**config.mk**
```make
export PLATFORM = sky130hd
export DESIGN_NAME = gfx_line_sched_flat
export DESIGN_NICKNAME = d
export VERILOG_FILES = /design/src/rtl/gfx_line_sched_if.sv /design/src/rtl/gfx_line_sched.sv /design/src/flat_wrapper.sv
export SDC_FILE = /design/constraint.sdc
export NUM_CORES = 1
export LEC_CHECK = 0
export BUFFER_PORTS_ARGS = -buffer_cell sky130_fd_sc_hd__buf_2
export CAP_MARGIN = 20
export CORE_ASPECT_RATIO = 1.4
export CORE_MARGIN = 4
export CORE_UTILIZATION = 42
export DETAILED_ROUTE_END_ITERATION = 6
export PLACE_DENSITY = 0.73
export SYNTH_ARGS = -nofsm -noshare
export SYNTH_HDL_FRONTEND = slang
export SYNTH_SLANG_ARGS = --single-unit
```
**constraint.sdc**
```tcl
create_clock -name clk -period 2.1 [get_ports clk]
set_clock_uncertainty 0.2 [all_clocks]
set_input_delay 0.21 -clock clk [delete_from_list [all_inputs] [get_ports clk]]
set_output_delay 0.21 -clock clk [all_outputs]
set_load 0.05 [all_outputs]
```
**src/rtl/gfx_line_sched_if.sv**
```systemverilog
// Signal bundle between gfx_line_sched and its neighbours: video timing, the
// CPU register bus and the fetch/render engine.
interface gfx_line_sched_if;
    logic        line_start;
    logic [8:0]  vid_vcnt;
    logic        gfx_idle;
    logic        reg_wr;
    logic [2:0]  reg_addr;
    logic [15:0] reg_wrdata;
    logic [15:0] reg_rddata;
    logic [1:0]  gfx_mode;
    logic        sprites_enable;
    logic [8:0]  scrx;
    logic [7:0]  scry;
    logic [7:0]  vline;
    logic        start;
    logic        irq;

    // Environment side: timing generator, CPU and fetch engine.
    modport master (
        output line_start, vid_vcnt, gfx_idle, reg_wr, reg_addr, reg_wrdata,
        input  reg_rddata, gfx_mode, sprites_enable, scrx, scry, vline, start, irq
    );

    // The scheduler itself.
    modport slave (
        input  line_start, vid_vcnt, gfx_idle, reg_wr, reg_addr, reg_wrdata,
        output reg_rddata, gfx_mode, sprites_enable, scrx, scry, vline, start, irq
    );
endinterface

```
**src/rtl/gfx_line_sched.sv**
```systemverilog
// Per-scanline sequencer: CPU shadow registers, per-line latching of render
// parameters, start/overrun tracking and line-compare / vblank interrupts.
module gfx_line_sched #(
    parameter logic [7:0] FIRST_LINE = 8'd15,
    parameter logic [7:0] LAST_LINE  = 8'd214
) (
    input  logic             clk,
    input  logic             reset,
    gfx_line_sched_if.slave  bus
);

    typedef enum logic {
        IDLE   = 1'b0,
        RENDER = 1'b1
    } state_e;

    localparam logic [2:0] A_CTRL    = 3'd0;
    localparam logic [2:0] A_SCRX    = 3'd1;
    localparam logic [2:0] A_SCRY    = 3'd2;
    localparam logic [2:0] A_LINECMP = 3'd3;
    localparam logic [2:0] A_STATUS  = 3'd4;
    localparam logic [2:0] A_VLINE   = 3'd5;

    state_e      state_q, state_d;
    logic [4:0]  ctrl_q, ctrl_d;
    logic [8:0]  scrx_sh_q, scrx_sh_d;
    logic [7:0]  scry_sh_q, scry_sh_d;
    logic [7:0]  linecmp_q, linecmp_d;
    logic        pend_line_q, pend_line_d;
    logic        pend_vbl_q, pend_vbl_d;
    logic        overrun_q, overrun_d;
    logic [1:0]  mode_q, mode_d;
    logic        spr_q, spr_d;
    logic [8:0]  scrx_q, scrx_d;
    logic [7:0]  scry_q, scry_d;
    logic [7:0]  vline_q, vline_d;
    logic        start_q, start_d;

    logic [7:0]  tgt;
    logic        line_active;
    logic        line_hit;
    logic        vbl_hit;
    logic [2:0]  w1c;
    logic [15:0] rddata;
    logic        unused_wrdata;

    assign tgt         = bus.vid_vcnt[7:0] + 8'd1;
    assign line_active = !bus.vid_vcnt[8] && (tgt >= FIRST_LINE) && (tgt <= LAST_LINE);
    assign line_hit    = !bus.vid_vcnt[8] && (bus.vid_vcnt[7:0] == linecmp_q);
    assign vbl_hit     = (bus.vid_vcnt == ({1'b0, LAST_LINE} + 9'd1));
    assign w1c         = (bus.reg_wr && bus.reg_addr == A_STATUS) ? bus.reg_wrdata[2:0] : 3'b000;
    assign unused_wrdata = ^bus.reg_wrdata[15:9];

    // NOTE: every _d gets its hold value first so no path through this block
    // can leave a signal unassigned and infer a latch.
    always_comb begin
        state_d     = state_q;
        ctrl_d      = ctrl_q;
        scrx_sh_d   = scrx_sh_q;
        scry_sh_d   = scry_sh_q;
        linecmp_d   = linecmp_q;
        mode_d      = mode_q;
        spr_d       = spr_q;
        scrx_d      = scrx_q;
        scry_d      = scry_q;
        vline_d     = vline_q;
        start_d     = 1'b0;
        overrun_d   = overrun_q;

        if (bus.reg_wr) begin
            case (bus.reg_addr)
                A_CTRL:    ctrl_d    = bus.reg_wrdata[4:0];
                A_SCRX:    scrx_sh_d = bus.reg_wrdata[8:0];
                A_SCRY:    scry_sh_d = bus.reg_wrdata[7:0];
                A_LINECMP: linecmp_d = bus.reg_wrdata[7:0];
                default:   ;
            endcase
        end

        // A set in the same cycle as its W1C wins because it is ORed in last.
        pend_line_d = (pend_line_q & ~w1c[0]) | (bus.line_start & line_hit);
        pend_vbl_d  = (pend_vbl_q  & ~w1c[1]) | (bus.line_start & vbl_hit);
        overrun_d   = overrun_q & ~w1c[2];

        case (state_q)
            IDLE: begin
                if (bus.line_start && line_active) begin
                    state_d = RENDER;
                end
            end
            RENDER: begin
                if (bus.line_start) begin
                    state_d = line_active ? RENDER : IDLE;
                    if (!bus.gfx_idle) begin
                        overrun_d = 1'b1;
                    end
                end else if (bus.gfx_idle && !start_q) begin
                    // The idle level during the start cycle may be left over
                    // from the previous line, so it is not trusted.
                    state_d = IDLE;
                end
            end
            default: state_d = IDLE;
        endcase

        // Latch from the registered shadows, so a same-cycle CPU write only
        // reaches the following line.
        if (bus.line_start && line_active) begin
            mode_d  = ctrl_q[1:0];
            spr_d   = ctrl_q[2];
            scrx_d  = scrx_sh_q;
            scry_d  = scry_sh_q;
            vline_d = tgt;
            start_d = 1'b1;
        end
    end

    // NOTE: state registers use non-blocking assignments so every flop samples
    // the pre-edge values regardless of statement order.
    always_ff @(posedge clk) begin
        if (reset) begin
            state_q     <= IDLE;
            ctrl_q      <= '0;
            scrx_sh_q   <= '0;
            scry_sh_q   <= '0;
            linecmp_q   <= '0;
            pend_line_q <= 1'b0;
            pend_vbl_q  <= 1'b0;
            overrun_q   <= 1'b0;
            mode_q      <= '0;
            spr_q       <= 1'b0;
            scrx_q      <= '0;
            scry_q      <= '0;
            vline_q     <= '0;
            start_q     <= 1'b0;
        end else begin
            state_q     <= state_d;
            ctrl_q      <= ctrl_d;
            scrx_sh_q   <= scrx_sh_d;
            scry_sh_q   <= scry_sh_d;
            linecmp_q   <= linecmp_d;
            pend_line_q <= pend_line_d;
            pend_vbl_q  <= pend_vbl_d;
            overrun_q   <= overrun_d;
            mode_q      <= mode_d;
            spr_q       <= spr_d;
            scrx_q      <= scrx_d;
            scry_q      <= scry_d;
            vline_q     <= vline_d;
            start_q     <= start_d;
        end
    end

    always_comb begin
        rddata = 16'h0000;
        case (bus.reg_addr)
            A_CTRL:    rddata = {11'b0, ctrl_q};
            A_SCRX:    rddata = {7'b0, scrx_sh_q};
            A_SCRY:    rddata = {8'b0, scry_sh_q};
            A_LINECMP: rddata = {8'b0, linecmp_q};
            A_STATUS:  rddata = {13'b0, overrun_q, pend_vbl_q, pend_line_q};
            A_VLINE:   rddata = {8'b0, vline_q};
            default:   rddata = 16'h0000;
        endcase
    end

    assign bus.reg_rddata     = rddata;
    assign bus.gfx_mode       = mode_q;
    assign bus.sprites_enable = spr_q;
    assign bus.scrx           = scrx_q;
    assign bus.scry           = scry_q;
    assign bus.vline          = vline_q;
    assign bus.start          = start_q;
    assign bus.irq            = (pend_line_q & ctrl_q[3]) | (pend_vbl_q & ctrl_q[4]);

endmodule

```
**src/flat_wrapper.sv**
```systemverilog
// flat-port wrapper written by rule: the top's interface ports become plain ports
module gfx_line_sched_flat 
#(
    parameter logic [7:0] FIRST_LINE = 8'd15,
    parameter logic [7:0] LAST_LINE  = 8'd214
)
  (clk, reset, bus_line_start, bus_vid_vcnt, bus_gfx_idle, bus_reg_wr, bus_reg_addr, bus_reg_wrdata, bus_reg_rddata, bus_gfx_mode, bus_sprites_enable, bus_scrx, bus_scry, bus_vline, bus_start, bus_irq);
  gfx_line_sched_if bus_i ();
  input  logic clk;
  input  logic reset;
  input wire logic [$bits(bus_i.line_start)-1:0] bus_line_start;
  input wire logic [$bits(bus_i.vid_vcnt)-1:0] bus_vid_vcnt;
  input wire logic [$bits(bus_i.gfx_idle)-1:0] bus_gfx_idle;
  input wire logic [$bits(bus_i.reg_wr)-1:0] bus_reg_wr;
  input wire logic [$bits(bus_i.reg_addr)-1:0] bus_reg_addr;
  input wire logic [$bits(bus_i.reg_wrdata)-1:0] bus_reg_wrdata;
  output wire logic [$bits(bus_i.reg_rddata)-1:0] bus_reg_rddata;
  output wire logic [$bits(bus_i.gfx_mode)-1:0] bus_gfx_mode;
  output wire logic [$bits(bus_i.sprites_enable)-1:0] bus_sprites_enable;
  output wire logic [$bits(bus_i.scrx)-1:0] bus_scrx;
  output wire logic [$bits(bus_i.scry)-1:0] bus_scry;
  output wire logic [$bits(bus_i.vline)-1:0] bus_vline;
  output wire logic [$bits(bus_i.start)-1:0] bus_start;
  output wire logic [$bits(bus_i.irq)-1:0] bus_irq;
  assign bus_i.line_start = bus_line_start;
  assign bus_i.vid_vcnt = bus_vid_vcnt;
  assign bus_i.gfx_idle = bus_gfx_idle;
  assign bus_i.reg_wr = bus_reg_wr;
  assign bus_i.reg_addr = bus_reg_addr;
  assign bus_i.reg_wrdata = bus_reg_wrdata;
  assign bus_reg_rddata = bus_i.reg_rddata;
  assign bus_gfx_mode = bus_i.gfx_mode;
  assign bus_sprites_enable = bus_i.sprites_enable;
  assign bus_scrx = bus_i.scrx;
  assign bus_scry = bus_i.scry;
  assign bus_vline = bus_i.vline;
  assign bus_start = bus_i.start;
  assign bus_irq = bus_i.irq;
  gfx_line_sched #(.FIRST_LINE(FIRST_LINE), .LAST_LINE(LAST_LINE)) u_core (.clk(clk), .reset(reset), .bus(bus_i));
endmodule
```
## Word level (Yosys, flattened, before mapping)

Cells that the tools add are included.

| storage, ports and cells | value |
|---|---|
| register bits after elaboration | 63 |
| bits of input ports | 33 |
| output and inout port bits | 46 |
| logic and storage cells | 61 |

| cells by class | value |
|---|---|
| add/sub/neg operators | 1 |
| magnitude comparators | 2 |
| equality and inequality tests | 7 |
| mux-type cells | 10 |
| bitwise logic cells | 14 |
| reduce and logical (&&, ||, !) cells | 13 |

Operator list:

| kind | number |
|---|---|
| 9-bit one-hot mux with 6 select lines | 1 |
| 9-bit by 8-bit equality test with 1-bit output, second input constant | 1 |
| 8-bit by 1-bit adder with 8-bit output, second input constant | 1 |
| 8-bit equality test | 1 |
| 8-bit by 4-bit >= comparator with 1-bit output, second input constant | 1 |
| 8-bit <= comparator, second input constant | 1 |
| 2-bit AND reduction | 4 |
| 1-bit AND | 7 |
| 1-bit two-way mux | 7 |
| 3-bit by 2-bit equality test with 1-bit output, second input constant | 2 |
| 3-bit equality test, second input constant | 2 |
| 1-bit logical AND | 6 |
| 1-bit inverter | 4 |
| 3-bit by 1-bit equality test with 1-bit output, second input constant | 1 |
| 3-bit zero test | 1 |
| 3-bit two-way mux | 1 |
| 1-bit bitwise OR | 3 |
| 1-bit zero test | 2 |
| 1-bit one-hot mux with 2 select lines | 1 |

## Longest topological paths before layout

Gate-level depths: netlist of run 1.

| logic depth | value |
|---|---|
| depth after elaboration | 8 |
| mapped depth | 10 |
| mapped depth without buffers | 7 |

## Worst setup path before layout of run 1

OpenSTA, ideal clock, no wires.

| timing path | value |
|---|---|
| path type | input port to output port |
| from | input port bus_reg_addr[1] |
| to | output port bus_reg_rddata[5] |
| arrival | 2.017 ns |
| data required time | 1.690 ns |
| slack | -0.327 ns |
| stages | 4 |
| buffers on the path | 1 |
| path through | buf_1 -> nor2b_1 -> a22oi_1 -> o21ai_0 |

| between the ends | value |
|---|---|
| word-level cells in the longest chain between the ends | 2 |
| elaborated cells between the ends (all ways) | 7 |
| classes of those cells | 5 x eq/ne; 1 x mux; 1 x reduce/logical |

RTL lines:

| what | line | text |
|---|---|---|
| start: declaration | flat_wrapper.sv:15 | `input wire logic [$bits(bus_i.reg_addr)-1:0] bus_reg_addr;` |
| 3-bit equality test, or another cell as far along | gfx_line_sched.sv:156 | `case (bus.reg_addr)` |
| 9-bit one-hot mux with 6 select lines (*) | gfx_line_sched.sv:156 |  |
| end: declaration | flat_wrapper.sv:17 | `output wire logic [$bits(bus_i.reg_rddata)-1:0] bus_reg_rddata;` |

Every way passes the cells marked *; elsewhere a longest branch is shown, timed or not.

## Final worst setup path of run 1

| timing path | value |
|---|---|
| from | input port bus_line_start |
| to | register u_core.vline_q[4], in the netlist u_core.bus.vline[4] |

| between the ends | value |
|---|---|
| word-level cells in the longest chain between the ends | 1 |

RTL lines:

| what | line | text |
|---|---|---|
| start: declaration | flat_wrapper.sv:11 | `input wire logic [$bits(bus_i.line_start)-1:0] bus_line_start;` |
| 1-bit logical AND | gfx_line_sched.sv:108 | `if (bus.line_start && line_active) begin` |
| end signal: assignment | gfx_line_sched.sv:149 | `vline_q <= vline_d;` |
| end: declaration | gfx_line_sched.sv:36 | `logic [7:0] vline_q, vline_d;` |

Every way passes these cells.
A chain may end at the register's enable or synchronous reset.

==> flow_summary.json, run 1 <==
{
  "grt_pass1_vias": 2833,
  "min_path_type": "input port to register",
  "grt_remaining_overflow": 0,
  "worstPathRequired_ps": 2140,
  "portBuffers": 64,
  "arrival_ps": 1990,
  "fin_setup_tns_ps": 0,
  "numCtsBuffers": 9,
  "synthCells": 385,
  "drive_above_1_share_pct": 26.45,
  "final_cell_area_sq_um": 4043,
  "hold_viol": 0,
  "io_pins": 79,
  "maxCapViolCount": 0,
  "layout.nets": 497,
  "crit_fanout": 29,
  "setup_viol": 0,
  "rsz0062_at_grt": "false",
  "first_pass_iters": 4,
  "synthArstFlopShare_pct": 0,
  "synth_compound_area_share_pct": 21.04,
  "drc": 0,
  "fp.dieH_um": 112.1,
  "ys_ff_latch": 63,
  "yosys_warnings": 0,
  "dp_cells": 536,
  "final_core_util_pct": 54.24,
  "synth_top_area_cell": "dfxtp_1",
  "cts_resized": 0,
  "synth.area.mux_share_pct": 8.385,
  "antenna_found_initial": 0,
  "routed-via-count": 3039,
  "power_density_nw_per_um2": 695.5,
  "synth_xor_area_share_pct": 4.308,
  "cts_buffer_depth": 2,
  "rr_endpoint": "u_core.pend_line_q$_SDFF_PP0_",
  "cts_sinks": 63,
  "yosys.area.top_type_share_pct": 38.77,
  "drtIter0Drc": 238,
  "coreArea_sq_um": 7453,
  "die_w_um": 82.38,
  "rows": 37,
  "r2r_cells": 5,
  "crit_path_start_kind": "input port",
  "area_growth_pct": 24.27,
  "wire_per_inst_um": 15.60,
  "max_freq_mhz": 514.0,
  "critPathCaptureType": "register",
  "root_buffer": "clkbuf_8",
  "multi_input_area_sq_um": 1784,
  "status": "completed",
  "drv_slew": 0,
  "regArea_sq_um": 1261,
  "rr_startpoint": "u_core.linecmp_q[5]$_SDFFE_PP0P_",
  "p_leak_nw": 1.614,
  "final_cells": 562,
  "hp-start": "bus_gfx_idle",
  "netlist_top_cells_area": "dfxtp_1 (39%), a21oi_1 (7.5%), nand2_1 (5.5%)",
  "yosysUniqueCellTypes": 53,
  "whs_path_depth": 4,
  "critical_path_class": "input port to register",
  "hold_path_end": "u_core.overrun_q$_SDFF_PP0_",
  "detail-route-antenna-nets": 0,
  "fin_crit_sh_pct": 92.65,
  "clk_latency_ps": 340,
  "syn_area_sq_um": 3253,
  "tritoncts": "done",
  "min_period_ps": 1946,
  "synth_edf_count": 0,
  "drt-total-wl_mm": 8.768,
  "r2r_setup_slack_ps": 690,
  "grt_pass1_wl_mm": 14.10,
  "antenna_cells": 0,
  "ys_seq_area_share_pct": 38.77,
  "die_area_sq_um": 9237,
  "num-fill-cells": 693,
  "gp_congestion": 0.9096,
  "initial_core_util_pct": 43.65,
  "grt_usage_pct": 19.74,
  "synth_simple_gate_area_share_pct": 18.00,
  "ys.flop_type": "dfxtp_1",
  "synth-adder-area-share_pct": 1.538,
  "grt_max_degree": 31,
  "htree_levels": 3,
  "postSynthAreaPerCell_sq_um": 8.450,
  "place_area_sq_um": 3737,
  "place.detailed.hpwl_mm": 6.601,
  "synth_top_family_by_area": "compound AO/OA/AOI/OAI gates",
  "cts.clk_slew.worst_paths_ps": 70,
  "ir_drop_mv": 0.5240,
  "avgViaCountPerCell": 5.407
}
==> metrics by stage <==
stage / power, mW / setup WS (ps) / hold slack (ps)
floorplan: 1.581 / 49.94 / 106.6
global placement: 1.699 / -140.2 / 257.1
detailed placement: 1.707 / -165.1 / 267.6
CTS: 2.825 / 158.6 / 13.39
global route: 2.916 / 37.43 / 46.87
finish: 2.812 / 154.3 / 25.08
==> critical path, stage by stage <==
cell and delay, ps:
dlygate4sd3_1 520, buf_2 110, inv_1 40, nor2_1 360, o31a_1 270, buf_12 190, a21oi_1 80, a211oi_1 210
==> area by class of cell <==
class                      instances  share of cell area (%)
multi-input combinational        285                   44.13
sequential                        63                   31.20
timing repair buffer              97                   16.22
clock buffer                      12                   3.343
tap                               97                   3.002
clock inverter                     4                   1.733
inverter                           4                  0.3714
==> per-layer routing <==
metal	track usage [%]	routed length (um)	share of wire, %
met1	23.35	3560	41
met3	4.494	582	6.6
met4	8.869	282	3.2
met5	0	0	0
met2	33.08	4343	50
==> power breakdown <==
group / internal [mW] / leakage, nW / total, mW / switching (mW)
logic: 0.160 / 1.00 / 0.449 / 0.289
clock network: 0.666 / 0.104 / 1.11 / 0.449
registers: 1.22 / 0.510 / 1.25 / 0.0250
total: 2.05 / 1.61 / 2.81 / 0.763
==> repair_timing <==
action | in CTS | in global routing
buffers inserted | 0 | 0
hold buffers | 10 | 0
hold endpoints to repair | 25 | 0
==> synthesized netlist by cell type (all sizes together), types with 2 or more instances <==
cell	count
a32oi	2
buf	25
nand4	3
dfxtp	63
xnor2	10
a211oi	7
a21oi	49
mux2i	16
and3b	3
nand3	24
nor3	2
ha	4
nand3b	2
a22o	3
mux2	10
and4	2
nor2	22
o31a	2
xor2	6
clkbuf	14
inv	4
o22ai	4
o21ai	26
nand2	48
and3	2
a21boi	3
nor2b	5
a22oi	8
==> registers in the layout (all words and copies together) (netlist names) <==
register / cells
u_core.ctrl_q: 5
u_core.bus.sprites_enable: 1
u_core.bus.scry: 8
u_core.bus.start: 1
u_core.pend_vbl_q: 1
u_core.scry_sh_q: 8
u_core.linecmp_q: 8
u_core.overrun_q: 1
u_core.scrx_sh_q: 9
u_core.pend_line_q: 1
u_core.bus.gfx_mode: 2
u_core.bus.vline: 8
u_core.state_q: 1
u_core.bus.scrx: 9
==> cell families after synthesis <==
family	Yosys count
compound gates	111
xor+xnor	16
fa+ha+maj	4
buf+inv	43
flops	63
mux	26
other cells	1
simple gates	121
==> how the worst max path moves through the flow <==
stage / from / endpoint / cells past startpoint
after floorplan: bus_reg_addr[1] / bus_reg_rddata[5] / 4
after global placement: bus_vid_vcnt[0] / u_core.bus.vline[7]$_SDFFE_PP0P_ / 9
after detailed placement: bus_vid_vcnt[0] / u_core.bus.scrx[5]$_SDFFE_PP0P_ / 9
after CTS: bus_line_start / u_core.bus.vline[2]$_SDFFE_PP0P_ / 8
after global routing: bus_vid_vcnt[0] / u_core.bus.scrx[5]$_SDFFE_PP0P_ / 9
final: bus_line_start / u_core.bus.vline[4]$_SDFFE_PP0P_ / 8
==> cells in the final DEF, fill, tap and decap left out, types with 4 or more instances in the layout <==
cell           instances
xnor2_1               10
ha_1                   4
mux2i_1               16
o21ai_0               18
o22ai_2                4
buf_12                 5
dlygate4sd3_1         10
o21ai_1                8
inv_1                  4
nor2b_1                5
buf_4                 18
xor2_1                 6
nand2_1               48
a21oi_1               49
clkbuf_8               9
a211oi_1               6
nand3_1               24
dfxtp_1               63
nor2_1                21
mux2_2                10
conb_1                 7
buf_2                 64
a22oi_1                8
Note: power is estimated with default switching activity, not from simulation.
==> run 2, diff against run 1 <==
CORE_MARGIN = default   (was 4)
CTS_CLUSTER_SIZE = 12   (was default)
==> flow_summary.json, run 2 (same netlist as run 1, synthesis figures left out) <==
{
  "status": "completed",
  "layout_common_cells": "buf_2 (64), dfxtp_1 (63), a21oi_1 (49), nand2_1 (48), nand3_1 (24)",
  "wire_per_inst_um": 15.55,
  "hold_ws_ps": 33.61,
  "critPathCaptureType": "output port",
  "die_area_sq_um": 8106,
  "clk_latency_ps": 340,
  "ir_drop_mv": 0.4167,
  "dp_slack_ps": -157.9,
  "regArea_sq_um": 1261,
  "portBuffers": 64,
  "seqPwrFrac_pct": 41.7,
  "rr_endpoint": "u_core.pend_line_q$_SDFF_PP0_",
  "p_leak_nw": 1.631,
  "rows": 37,
  "routed-via-count": 3084,
  "crit_path_start_kind": "register",
  "power_density_nw_per_um2": 734.6,
  "drive_above_1_share_pct": 26.72,
  "drtIter0Drc": 257,
  "drc": 0,
  "avgViaCountPerCell": 5.497,
  "initial_core_util_pct": 43.92,
  "cts.clk_slew.worst_paths_ps": 70,
  "rsz0062_at_grt": "false",
  "drt-total-wl_mm": 8.724,
  "rr_startpoint": "u_core.linecmp_q[7]$_SDFFE_PP0P_",
  "cts_buffer_depth": 2,
  "final_common_cell": "buf_2",
  "die_w_um": 76.38,
  "setup_viol": 0,
  "arrival_ps": 1600,
  "r2r_setup_slack_ps": 740,
  "multi_input_area_sq_um": 1784,
  "first_pass_iters": 4,
  "grt_pass1_vias": 2939,
  "p_int_mw": 2.229,
  "numCtsBuffers": 9,
  "r2r_cells": 5,
  "min_path_type": "input port to register",
  "antenna_found_initial": 0,
  "maxCapViolCount": 0,
  "place_area_sq_um": 3725,
  "hold_viol": 0,
  "tritoncts": "done",
  "htree_levels": 3,
  "min_period_ps": 2014,
  "crit_fanout": 3,
  "final_core_util_pct": 55.00,
  "clkPwrFrac_pct": 43.3,
  "layout.nets": 497,
  "layout_setup_ws_ps": 86.32,
  "setup.worst_path.start": "u_core.linecmp_q[4]$_SDFFE_PP0P_",
  "worstPathRequired_ps": 1690,
  "grt_pass1_wl_mm": 14.32,
  "sw_frac_of_total_pct": 25.52,
  "io_pins": 79,
  "power_switching_mw": 0.7637,
  "coreArea_sq_um": 7407,
  "detail-route-antenna-nets": 0,
  "root_buffer": "clkbuf_8",
  "fin_crit_sh_pct": 95.89,
  "num-fill-cells": 704,
  "grt_usage_pct": 22.65,
  "grt_remaining_overflow": 0,
  "gp_congestion": 0.8844,
  "critical_path_class": "register to output port",
  "cp-endpoint": "bus_reg_rddata[4]",
  "antenna_cells": 0,
  "area_growth_pct": 25.23,
  "final_cell_area_sq_um": 4074,
  "fp.dieH_um": 106.1,
  "cts_sinks": 63,
  "grt_max_degree": 44,
  "drv_slew": 0,
  "max_freq_mhz": 496.6,
  "place.detailed.hpwl_mm": 6.518,
  "comb_power_share_pct": 15.1
}
[run 2: power by group through the flow]
stage | sequential [mW] | combinational [mW] | clock [mW]
final | 1.25 | 0.451 | 1.29
after global routing | 1.25 | 0.484 | 1.36
after CTS | 1.25 | 0.448 | 1.31
after detailed placement | 1.27 | 0.433 | 0
after global placement | 1.27 | 0.423 | 0
after floorplan | 1.32 | 0.265 | 0
[run 2: worst min-delay path by stage]
stage,start,to,cells past startpoint,slack [ps]
floorplan,bus_vid_vcnt[0],u_core.bus.vline[0]$_SDFFE_PP0P_,1,110
global placement,u_core.pend_vbl_q$_SDFF_PP0_,u_core.pend_vbl_q$_SDFF_PP0_,2,260
detailed placement,u_core.bus.scrx[5]$_SDFFE_PP0P_,u_core.bus.scrx[5]$_SDFFE_PP0P_,2,260
CTS,bus_gfx_idle,u_core.overrun_q$_SDFF_PP0_,4,20
global route,bus_gfx_idle,u_core.overrun_q$_SDFF_PP0_,4,50
finish,bus_gfx_idle,u_core.overrun_q$_SDFF_PP0_,4,30
[run 2: stage by stage]
| stage | power [mW] | cells | setup TNS [ps] |
|---|---|---|---|
| floorplan | 1.581 | 391 | 0 |
| global placement | 1.695 | 536 | -2450 |
| detailed placement | 1.705 | 536 | -3683 |
| CTS | 3.003 | 561 | 0 |
| global route | 3.094 | 561 | 0 |
| finish | 2.993 | 561 | 0 |
[run 2: what timing repair did]
action	CTS	global route
buffers inserted	0	0
resized for setup	0	1
hold buffers	10	0
hold endpoints to repair	27	0
endpoints found under the setup margin	0	1
[run 2: final cells by class]
class	instances	area share, %
Timing Repair Buffer	97	15.88
Multi-Input combinational cell	285	43.80
Clock buffer	12	3.808
Inverter	4	0.3686
Tap cell	97	2.979
Sequential cell	63	30.96
Clock inverter	3	2.211
[run 2: layer usage]
layer  vias up  wire length [um]  GRT usage [%]
met2        94              4391          39.00
met4         0               295          11.54
li1       1497                 -              -
met1      1475              3657          26.43
met3        18               381          4.635
met5         -                 0              0
[run 2: worst max-delay path, stage by stage (launching register included)]
cell,delay [ps]
dfxtp_1,330
mux2i_1,310
o21ai_0,170
a22o_1,250
buf_2,200
==> run 3, diff against run 2 <==
SETUP_SLACK_MARGIN = 0.15   (was default)
==> flow_summary.json, run 3 (same netlist as run 1, synthesis figures left out) <==
{
  "layout_setup_ws_ps": 174.0,
  "wire_per_inst_um": 15.36,
  "arrival_ps": 1520,
  "numCtsBuffers": 9,
  "rr_startpoint": "u_core.state_q$_SDFF_PP0_",
  "die_area_sq_um": 8106,
  "rsz0062_at_grt": "true",
  "power_density_nw_per_um2": 698.0,
  "sw_frac_of_total_pct": 26.73,
  "portBuffers": 64,
  "routed-via-count": 3074,
  "fin_setup_tns_ps": 0,
  "crit_fanout": 3,
  "setup.worst_path.start": "u_core.linecmp_q[4]$_SDFFE_PP0P_",
  "maxCapViolCount": 0,
  "layout.nets": 498,
  "cp-endpoint": "bus_reg_rddata[4]",
  "min_period_ps": 1926,
  "grt_usage_pct": 21.95,
  "crit_path_start_kind": "register",
  "drtIter0Drc": 195,
  "setup_viol": 0,
  "cts_sinks": 63,
  "hold_viol": 0,
  "min_path_type": "input port to register",
  "r2r_cells": 3,
  "grt_pass1_vias": 2875,
  "place.detailed.hpwl_mm": 6.328,
  "rr_endpoint": "u_core.overrun_q$_SDFF_PP0_",
  "r2r_setup_slack_ps": 680,
  "rows": 37,
  "tritoncts": "done",
  "status": "completed",
  "drc": 0,
  "antenna_found_initial": 0,
  "grt_pass1_wl_mm": 13.94,
  "gp_congestion": 0.9065,
  "clkPwrFrac_pct": 39.9,
  "antenna_cells": 0,
  "power_mw": 2.825,
  "seqPwrFrac_pct": 44.2,
  "root_buffer": "clkbuf_8",
  "grt_remaining_overflow": 0,
  "first_pass_iters": 5,
  "p_leak_nw": 1.616,
  "cts.clk_slew.worst_paths_ps": 60,
  "drv_slew": 0,
  "comb_power_share_pct": 15.9,
  "coreArea_sq_um": 7407,
  "clk_latency_ps": 340,
  "hold_ws_ps": 52.56,
  "initial_core_util_pct": 43.92,
  "detail-route-antenna-nets": 0,
  "io_pins": 79,
  "p_int_mw": 2.070,
  "fp.dieH_um": 106.1,
  "ir_drop_mv": 0.3421,
  "fin_crit_sh_pct": 91.72,
  "dp_slack_ps": -192.7,
  "htree_levels": 3,
  "worstPathRequired_ps": 1690,
  "cts_post_setup_buffers_inserted": 0,
  "power_switching_mw": 0.7552,
  "max_freq_mhz": 519.2,
  "drive_above_1_share_pct": 27.10,
  "avgViaCountPerCell": 5.470,
  "drt-total-wl_mm": 8.633,
  "critical_path_class": "register to output port",
  "grt_max_degree": 29,
  "cts_buffer_depth": 2,
  "final_common_cell": "dfxtp_1",
  "layout_common_cells": "dfxtp_1 (63), buf_2 (62), nand2_1 (48), a21oi_1 (48), nand3_1 (24)",
  "area_growth_pct": 24.42,
  "critPathCaptureType": "output port",
  "die_w_um": 76.38,
  "final_core_util_pct": 54.65
}
-- run 3: cell count changes in the layout (fill, tap and decap cells not counted), sizes merged --
cell and delta:
clkinv +2, bufinv -1, clkbuf +1, buf -2, dlygate4sd3 +1
-- run 3: final cells by class --
type | count | area (sq um)
Tap cell | 97 | 121.4
Multi-Input combinational cell | 285 | 1793
Timing Repair Buffer | 98 | 645.6
Clock buffer | 11 | 141.4
Inverter | 4 | 15.01
Sequential cell | 63 | 1261
Clock inverter | 4 | 70.07
Fill cell | 698 | 3359
-- run 3: worst min-delay path by stage --
stage,from,endpoint,cells past startpoint
finish,bus_vid_vcnt[2],u_core.pend_vbl_q$_SDFF_PP0_,3
floorplan,bus_vid_vcnt[0],u_core.bus.vline[0]$_SDFFE_PP0P_,1
detailed placement,u_core.bus.sprites_enable$_SDFFE_PP0P_,u_core.bus.sprites_enable$_SDFFE_PP0P_,2
global route,bus_vid_vcnt[0],u_core.bus.vline[0]$_SDFFE_PP0P_,3
CTS,bus_gfx_idle,u_core.state_q$_SDFF_PP0_,4
global placement,u_core.pend_vbl_q$_SDFF_PP0_,u_core.pend_vbl_q$_SDFF_PP0_,2
-- run 3: per-layer routing --
layer | GRT usage (%) | up-vias | wire length, um
met5 | 0 | - | 0
met1 | 25.72 | 1446 | 3647
met3 | 4.721 | 16 | 443
met4 | 9.341 | 0 | 192
li1 | - | 1503 | -
met2 | 38.35 | 109 | 4349
-- run 3: what timing repair did --
action,4_1_cts,5_1_grt
endpoints found under the setup margin,0,32
hold buffers,11,0
gates resized for setup,0,4
hold endpoints to repair,25,0
-- run 3: power groups by stage --
stage               logic, mW  clock network [mW]  registers (mW)
floorplan               0.265                   0            1.32
global placement        0.419                   0            1.27
detailed placement      0.426                   0            1.27
CTS                     0.443                1.14            1.25
global route            0.481                1.19            1.25
finish                  0.450                1.13            1.25
-- run 3: per-stage QoR --
stage | std cells | instance area (sq um)
2_1_floorplan | 391 | 3294
3_3_place_gp | 536 | 3712
3_5_place_dp | 536 | 3712
4_1_cts | 562 | 4034
5_1_grt | 562 | 4048
6_report | 562 | 4048
-- run 3: critical path, cell delays in order (launching register included) --
cell and delay (ps):
dfxtp_1 370, mux2i_1 110, o21ai_0 230, a22o_1 210
buf_2 270
